==> config.mk <==
export PLATFORM = sky130hd
export DESIGN_NAME = nexys_starship_monster_array
export DESIGN_NICKNAME = d
export VERILOG_FILES = /design/src/rtl/nexys_starship_monster_array.sv
export SDC_FILE = /design/constraint.sdc
export NUM_CORES = 1
export LEC_CHECK = 0
export CAP_MARGIN = 10
export CORE_AREA = 2 2 88 90
export CTS_BUF_LIST = sky130_fd_sc_hd__clkbuf_8
export CTS_CLUSTER_DIAMETER = 80
export DETAILED_ROUTE_END_ITERATION = 8
export DIE_AREA = 0 0 90 92
export GPL_ROUTABILITY_DRIVEN = 0
export HOLD_SLACK_MARGIN = 0.06
export PLACE_DENSITY = 0.79
export SYNTH_ARGS = -nofsm -noshare
export SYNTH_HDL_FRONTEND = slang
export SYNTH_SLANG_ARGS = --single-unit
==> constraint.sdc <==
create_clock -name timer_clk -period 5.6 [get_ports timer_clk]
set_input_delay 0.56 -clock timer_clk [delete_from_list [all_inputs] [get_ports timer_clk]]
set_output_delay 0.56 -clock timer_clk [all_outputs]
set_load 0.005 [all_outputs]
==> src/rtl/nexys_starship_monster_array.sv <==
// Monster lane array for the starship game: a global INIT/PLAY/OVER FSM and per-lane spawn/kill timers.
// Optional score counter is enabled with the NEXYS_STARSHIP_SCORE_EN macro.
module nexys_starship_monster_array #(
    parameter int NUM_LANES      = 4,
    parameter int TIMER_W        = 8,
    parameter int SPAWN_DELAY    = 2,
    parameter int GAMEOVER_LIMIT = 10,
    localparam int CNT_W         = $clog2(NUM_LANES + 1)
) (
    input  logic                 timer_clk,
    input  logic                 Reset,
    input  logic                 play,
    input  logic                 restart,
    input  logic [NUM_LANES-1:0] kill,
    input  logic [NUM_LANES-1:0] rand_bits,
    output logic [NUM_LANES-1:0] monster,
    output logic                 gameover,
    output logic [CNT_W-1:0]     active_cnt,
`ifdef NEXYS_STARSHIP_SCORE_EN
    output logic [15:0]          score,
`endif
    output logic [2:0]           q_state
);

    typedef enum logic [2:0] {
        S_INIT = 3'b001,
        S_PLAY = 3'b010,
        S_OVER = 3'b100
    } state_t;

    localparam logic [TIMER_W-1:0] SPAWN_D  = TIMER_W'(SPAWN_DELAY);
    localparam logic [TIMER_W-1:0] LIMIT_M1 = TIMER_W'(GAMEOVER_LIMIT - 1);
    localparam logic [TIMER_W-1:0] ONE      = TIMER_W'(1);

    state_t               state_q, state_d;
    logic [NUM_LANES-1:0] full_q, full_d;
    logic [TIMER_W-1:0]   age_q   [NUM_LANES];
    logic [TIMER_W-1:0]   age_d   [NUM_LANES];
    logic [TIMER_W-1:0]   delay_q [NUM_LANES];
    logic [TIMER_W-1:0]   delay_d [NUM_LANES];
    logic                 hit;
    logic [CNT_W-1:0]     active_d;
    logic [CNT_W-1:0]     kill_cnt;
`ifdef NEXYS_STARSHIP_SCORE_EN
    logic [15:0]          score_d;
    logic [16:0]          score_sum;
`endif

    always_comb begin
        full_d   = full_q;
        hit      = 1'b0;
        kill_cnt = '0;
        for (int i = 0; i < NUM_LANES; i++) begin
            age_d[i]   = age_q[i];
            delay_d[i] = delay_q[i];
        end

        if (state_q == S_PLAY) begin
            for (int i = 0; i < NUM_LANES; i++) begin
                if (full_q[i]) begin
                    // A kill on the tick the limit would be reached takes priority over game over.
                    if (kill[i]) begin
                        full_d[i]  = 1'b0;
                        age_d[i]   = '0;
                        delay_d[i] = '0;
                        kill_cnt   = kill_cnt + CNT_W'(1);
                    end else begin
                        age_d[i] = age_q[i] + ONE;
                        if (age_q[i] == LIMIT_M1)
                            hit = 1'b1;
                    end
                end else if (delay_q[i] == SPAWN_D && rand_bits[i]) begin
                    full_d[i]  = 1'b1;
                    age_d[i]   = '0;
                    delay_d[i] = '0;
                end else if (delay_q[i] != SPAWN_D) begin
                    delay_d[i] = delay_q[i] + ONE;
                end
            end
        end

        state_d = state_q;
        case (state_q)
            S_INIT:  if (play)    state_d = S_PLAY;
            S_PLAY:  if (hit)     state_d = S_OVER;
            S_OVER:  if (restart) state_d = S_INIT;
            default:              state_d = S_INIT;
        endcase

`ifdef NEXYS_STARSHIP_SCORE_EN
        score_sum = {1'b0, score} + 17'(kill_cnt);
        score_d   = score_sum[16] ? 16'hFFFF : score_sum[15:0];
`endif

        // Lanes are cleared on the tick INIT is entered so outputs already read empty there.
        if (state_d == S_INIT) begin
            full_d = '0;
            for (int i = 0; i < NUM_LANES; i++) begin
                age_d[i]   = '0;
                delay_d[i] = '0;
            end
`ifdef NEXYS_STARSHIP_SCORE_EN
            score_d = '0;
`endif
        end

        active_d = '0;
        for (int i = 0; i < NUM_LANES; i++)
            active_d = active_d + CNT_W'(full_d[i]);
    end

    always_ff @(posedge timer_clk or posedge Reset) begin
        if (Reset) begin
            state_q    <= S_INIT;
            full_q     <= '0;
            active_cnt <= '0;
            for (int i = 0; i < NUM_LANES; i++) begin
                age_q[i]   <= '0;
                delay_q[i] <= '0;
            end
`ifdef NEXYS_STARSHIP_SCORE_EN
            score      <= '0;
`endif
        end else begin
            state_q    <= state_d;
            full_q     <= full_d;
            active_cnt <= active_d;
            for (int i = 0; i < NUM_LANES; i++) begin
                age_q[i]   <= age_d[i];
                delay_q[i] <= delay_d[i];
            end
`ifdef NEXYS_STARSHIP_SCORE_EN
            score      <= score_d;
`endif
        end
    end

    assign monster  = full_q;
    assign gameover = (state_q == S_OVER);
    assign q_state  = state_q;

endmodule

# Word-level counts from Yosys, hierarchy flattened
# Cells that the tools add are included.
# totals
regBits	74
output_inout_bits	11
elab_cells	126
# op_classes
addsub	11
eq_ne	20
mux	63
reduce_logical	21
# op_table
cell	n
8-bit 2-to-1 mux	28
32-bit 2-to-1 mux	4
8-bit by 1-bit adder with 8-bit output, second input constant	8
8-bit by 2-bit == test with 1-bit output, second input constant	4
8-bit by 4-bit == test with 1-bit output, second input constant	4
8-bit by 2-bit inequality test with 1-bit output, second input constant	4
1-bit 2-to-1 mux	25
4-bit nonzero test	4
3-bit by 2-bit inequality test with 1-bit output, second input constant	4
3-bit AND reduction	4
3-bit nonzero test	4
3-bit 2-to-1 mux	3
3-bit one-hot mux with 3 select lines	1
4-bit 2-to-1 mux	2
2-bit AND reduction	4
3-bit by 1-bit == test with 1-bit output, second input constant	2
1-bit logical AND	4
2-bit by 1-bit adder with 3-bit output	1
3-bit by 1-bit adder with 3-bit output	1
3-bit by 2-bit == test with 1-bit output, second input constant	1
3-bit == test, second input constant	1
1-bit by 1-bit adder with 2-bit output	1
2-bit nonzero test	1

# Longest topological paths before layout
# logic_depth
depth_word	21
ltp_mapped	14

# Worst setup path before layout
# OpenSTA, ideal clock, no wires.
# synth_path
kind	input -> register
from	input restart
to	register active_cnt[1]
arrival_ns	2.869
required_time_ns	5.474
slack_ns	2.605
cell_stages	13
n_path_buf	4
cell_sequence	nor4b_4 > or3_1 > buf_6 > inv_1 > buf_6 > buf_4 > buf_4 > a31oi_1 > o21ai_0 > fa_1 > inv_1 > ha_1 > ha_1
# synth_between
elab_chain_cells	7
# synth_lines
item	line	rtl
start: declaration	13	input logic restart,
3-bit 2-to-1 mux (*)	86	S_OVER: if (restart) state_d = S_INIT;
3-bit one-hot mux with 3 select lines (*)	83	case (state_q)
via state_d[0]	35	state_t state_q, state_d;
3-bit by 1-bit == test with 1-bit output (*)	96	if (state_d == S_INIT) begin
4-bit 2-to-1 mux (*)	96	
1-bit by 1-bit adder with 2-bit output	109	active_d = active_d + CNT_W'(full_d[i]);
2-bit by 1-bit adder with 3-bit output	109	
3-bit by 1-bit adder with 3-bit output (*)	109	
via active_d[1]	42	logic [CNT_W-1:0] active_d;
end signal: assignment	127	active_cnt <= active_d;
end: declaration	18	output logic [CNT_W-1:0] active_cnt,
# The timed path passes the listed nets; every way through them passes the cells marked *.
# A chain may end at the register's enable or synchronous reset.

# Final worst setup path
# layout_path
from	register state_q[1], in the netlist q_state[1]
to	register active_cnt[1]
# layout_between
elab_chain_cells	9
# layout_lines
item	line	rtl
start: declaration	35	
start signal: assignment	125	state_q <= state_d;
3-bit by 2-bit == test with 1-bit output	58, 83	
1-bit 2-to-1 mux	58	if (state_q == S_PLAY) begin
3-bit 2-to-1 mux	85	S_PLAY: if (hit) state_d = S_OVER;
3-bit one-hot mux with 3 select lines	83	
3-bit by 1-bit == test with 1-bit output	96	
4-bit 2-to-1 mux (*)	96	
1-bit by 1-bit adder with 2-bit output	109	
2-bit by 1-bit adder with 3-bit output	109	
3-bit by 1-bit adder with 3-bit output (*)	109	
via active_d[1]	42	
# Marked as above.

==> summary.md <==
| Metric | Value |
|---|---|
| Rows | 32 |
| Worst skew pair latency | 0.36 ns |
| Syn-to-layout area delta | 11.1% |
| Total routed wirelength | 9430 µm |
| Core Area | between 7000 and 8000 µm² |
| First-pass DRT Iterations | 4 |
| Minimum clock period | 3.76 ns |
| FILL cells | about 630 |
| Cts bufs inserted | 9 |
| DRT iter0 DRCs | 359 |
| RR Endpoint | active_cnt[1] |
| IO buf count | 22 |
| Total GRT Usage | ~24% |
| Slowest cell on crit path | fa_1 |
| First-pass GRT wire length | around 16,000 µm |
| CTS tree | yes |
| Sw Ratio | 37.1% |
| Cell area after layout | approximately 4800 µm² |
| Via Count | approximately 3,700 |
| Asr flop ratio synth | between 90% and 100% |
| Most numerous cell in the Yosys netlist | dfrtp_1 |
| Status | completed |
| HP Class | register to register |
| Placed Cells | 584 |
| H-tree levels | 3 |
| Sequential power share | between 40% and 50% |
| Placed instance area | about 4600 µm² |
| CTS sink cnt | 74 |
| Antenna fix cells | 0 |
| Crit path max fanout | 29 |
| Clock power frac | 28.9% |
| CP Launch Type | register |
| F_max | roughly 270 MHz |
| Power Density | between 300 and 400 nW/µm² |
| Drc violations | 0 |
| DPL Wire Length | ~6600 µm |
| Max-Cap Viols | 0 |
| Root Buffer | clkbuf_8 |
| Starting density of the core | between 50% and 60% |
| Hold EP | age_q[7] |
| Mapped Avg Cell Area | 9.13 µm² |
| Remaining Overflow, GRT | 0 |
| Post-CTS sizing | 0 |
| Final setup TNS | 0 ns |
| EDFF count, synth | 0 |
| Nets@finish | about 520 |
| Post-CTS Repair Setup Buffers | 0 |
| Yosys top cell area share | 42.4% |
| Die Height | between 90 and 100 µm |
| Synth top cells by count | 73 x dfrtp_1, 52 x o21ai_0, 41 x nand2_1, 40 x nor2_1, 27 x nand3_1 |
| Worst Tran Pin Value | ~1.1 ns |
| P_sw | between 0.0005 and 0.0006 W |
| FF+latch count, synth | 74 |
| CP Capture Type | register |
| Mapped Area | around 4300 µm² |
| Arr. time, crit path | about 4 ns |
| Synth area leaders | dfrtp_1 42%, o21ai_0 6.0%, ha_1 5.2% |
| Clock skew | around 0.014 ns |
| Clock transition at path regs | 0.09 ns |
| RSZ-0062 raised after global routing | no |
| Comb power frac | 29.4% |
| Routed Antenna Nets | 0 |
| Post-synth top area cell | dfrtp_1 |
| Pint | a little over 0.0009 W |
| Cts hold-fix bufs | 0 |
| Maximum VDD drop | around 0.22 mV |
| Die X-Extent | ~90 µm |
| Vias in the first global route | 3,511 |
| Hold Crit Depth | 1 |
| Total power | between 0.001 and 0.0015 W |
| CTS max path bufs | 2 |
| Reg-to-Reg Start | q_state[1] |
| Distinct cells, synth | 65 |
| Share of layout cells above drive strength 1 | under 10% |
| Number of synthesis warnings | 0 |
| Final core utilization | between 60% and 70% |
| Syn_nets | just over 500 |
| CP peak stage delay | about 0.58 ns |
| Leak | between 2 and 2.5 nW |
| Sequential area share after synthesis | around 43% |
| Worst Hold Launch | age_q[7] |
| Final Hold Viols | 0 |
| Max Transition Viols Final | 0 |
| Worst relative slew slack | a little under a quarter |
| Final setup violation count | 0 |
| Post-DR vias/cell | ~6.2 |
| Fin cells | 600 |
| R2r setup slk | approximately 1.8 ns |
| Critical path, cell by cell | nor3b_2 > buf_4 > or3_1 > inv_1 > a31oi_1 > o21ai_0 > fa_1 > inv_1 > ha_1 > ha_1 |
| Drt wl/cell | around 16 µm |
| Required @ worst endpoint | around 6 ns |
| Reg2reg path depth | 10 |
| Gate Count Post-Synth | approximately 470 |
| Io pins | 23 |
| Critical path class | register to register |
| Initial antenna violation count | 0 |
| Top FF cell, synth | dfrtp_1 |
| Full die area | 8280 µm² |
| Final worst-path cycle share | about two thirds |
| Largest net degree at the start of global routing | 39 |
-- worst max path at each step --
stage	start	depth (start not counted)	end
6_report	q_state[1]	10	active_cnt[1]
5_1_grt	q_state[1]	10	active_cnt[1]
4_1_cts	q_state[1]	10	active_cnt[1]
3_5_place_dp	restart	10	active_cnt[1]
3_3_place_gp	restart	10	active_cnt[1]
2_1_floorplan	restart	13	active_cnt[1]
-- per-stage QoR --
step / setup WS (ns) / hold WS [ns]
CTS: 1.82 / 0.492
floorplan: 2.60 / 0.440
detailed placement: 1.49 / 0.479
global route: 1.54 / 0.508
global placement: 1.64 / 0.466
finish: 1.84 / 0.485
-- layout make-up --
class | instances | area, µm² | area share [%]
flip-flops and latches | 74 | 1850 | 38.7
well taps | 102 | 128 | 2.67
repair buffers | 24 | 235 | 4.92
clock inverters | 6 | 66.3 | 1.39
multi-input cells | 364 | 2290 | 47.9
clock buffers | 10 | 138 | 2.88
inverters | 20 | 75.1 | 1.57
-- critical path, delay by kind of cell (launching register included) --
| family | cells | cell delay, ns |
|---|---|---|
| buffers and inverters | 3 | 0.94 |
| AND/OR/NAND/NOR | 2 | 0.71 |
| flip-flops | 1 | 0.51 |
| adder cells (fa/ha/maj) | 3 | 1.02 |
| AO/OA/AOI/OAI | 2 | 0.46 |
-- layout by cell type, fill, tap and decap left out, drive strengths merged, types with 7 or more instances in the layout --
master         count
a21oi             21
a31oi             15
and3              17
clkbuf            10
clkdlybuf4s50     22
dfrtp             73
ha                18
inv               20
nand2             41
nand2b             7
nand3             27
nand4              9
nor2              40
nor2b              8
nor3              11
o21ai             52
o31ai             15
or3               11
-- layer usage --
metal / global-route usage (%) / share of wire [%]
met1: 31.4 / 46
met2: 39.9 / 48
met3: 5.01 / 4.3
met4: 9.23 / 1.7
met5: 0 / 0
-- sequential cells by signal, summed over array words and instances, names as in the netlist --
register	flops
active_cnt	3
age_q	32
delay_q	32
monster	4
q_state	3
-- cell families after synthesis --
kind of cell / count (synthesis) / share of synthesized area [%]
compound gates: 135 / 20.2
xor+xnor: 4 / 0.813
fa+ha+maj: 19 / 5.69
buf+inv: 34 / 3.95
flops: 74 / 43.0
mux: 4 / 0.987
simple gates: 202 / 25.3
-- power by group through the flow --
stage	combinational (W)	clock (W)	sequential (W)
finish	0.000435	0.000428	0.000619
global route	0.000489	0.000458	0.000626
CTS	0.000435	0.000436	0.000619
detailed placement	0.000432	0	0.000629
global placement	0.000424	0	0.000627
floorplan	0.000363	0	0.000615
(Power assumes the default switching activity.)
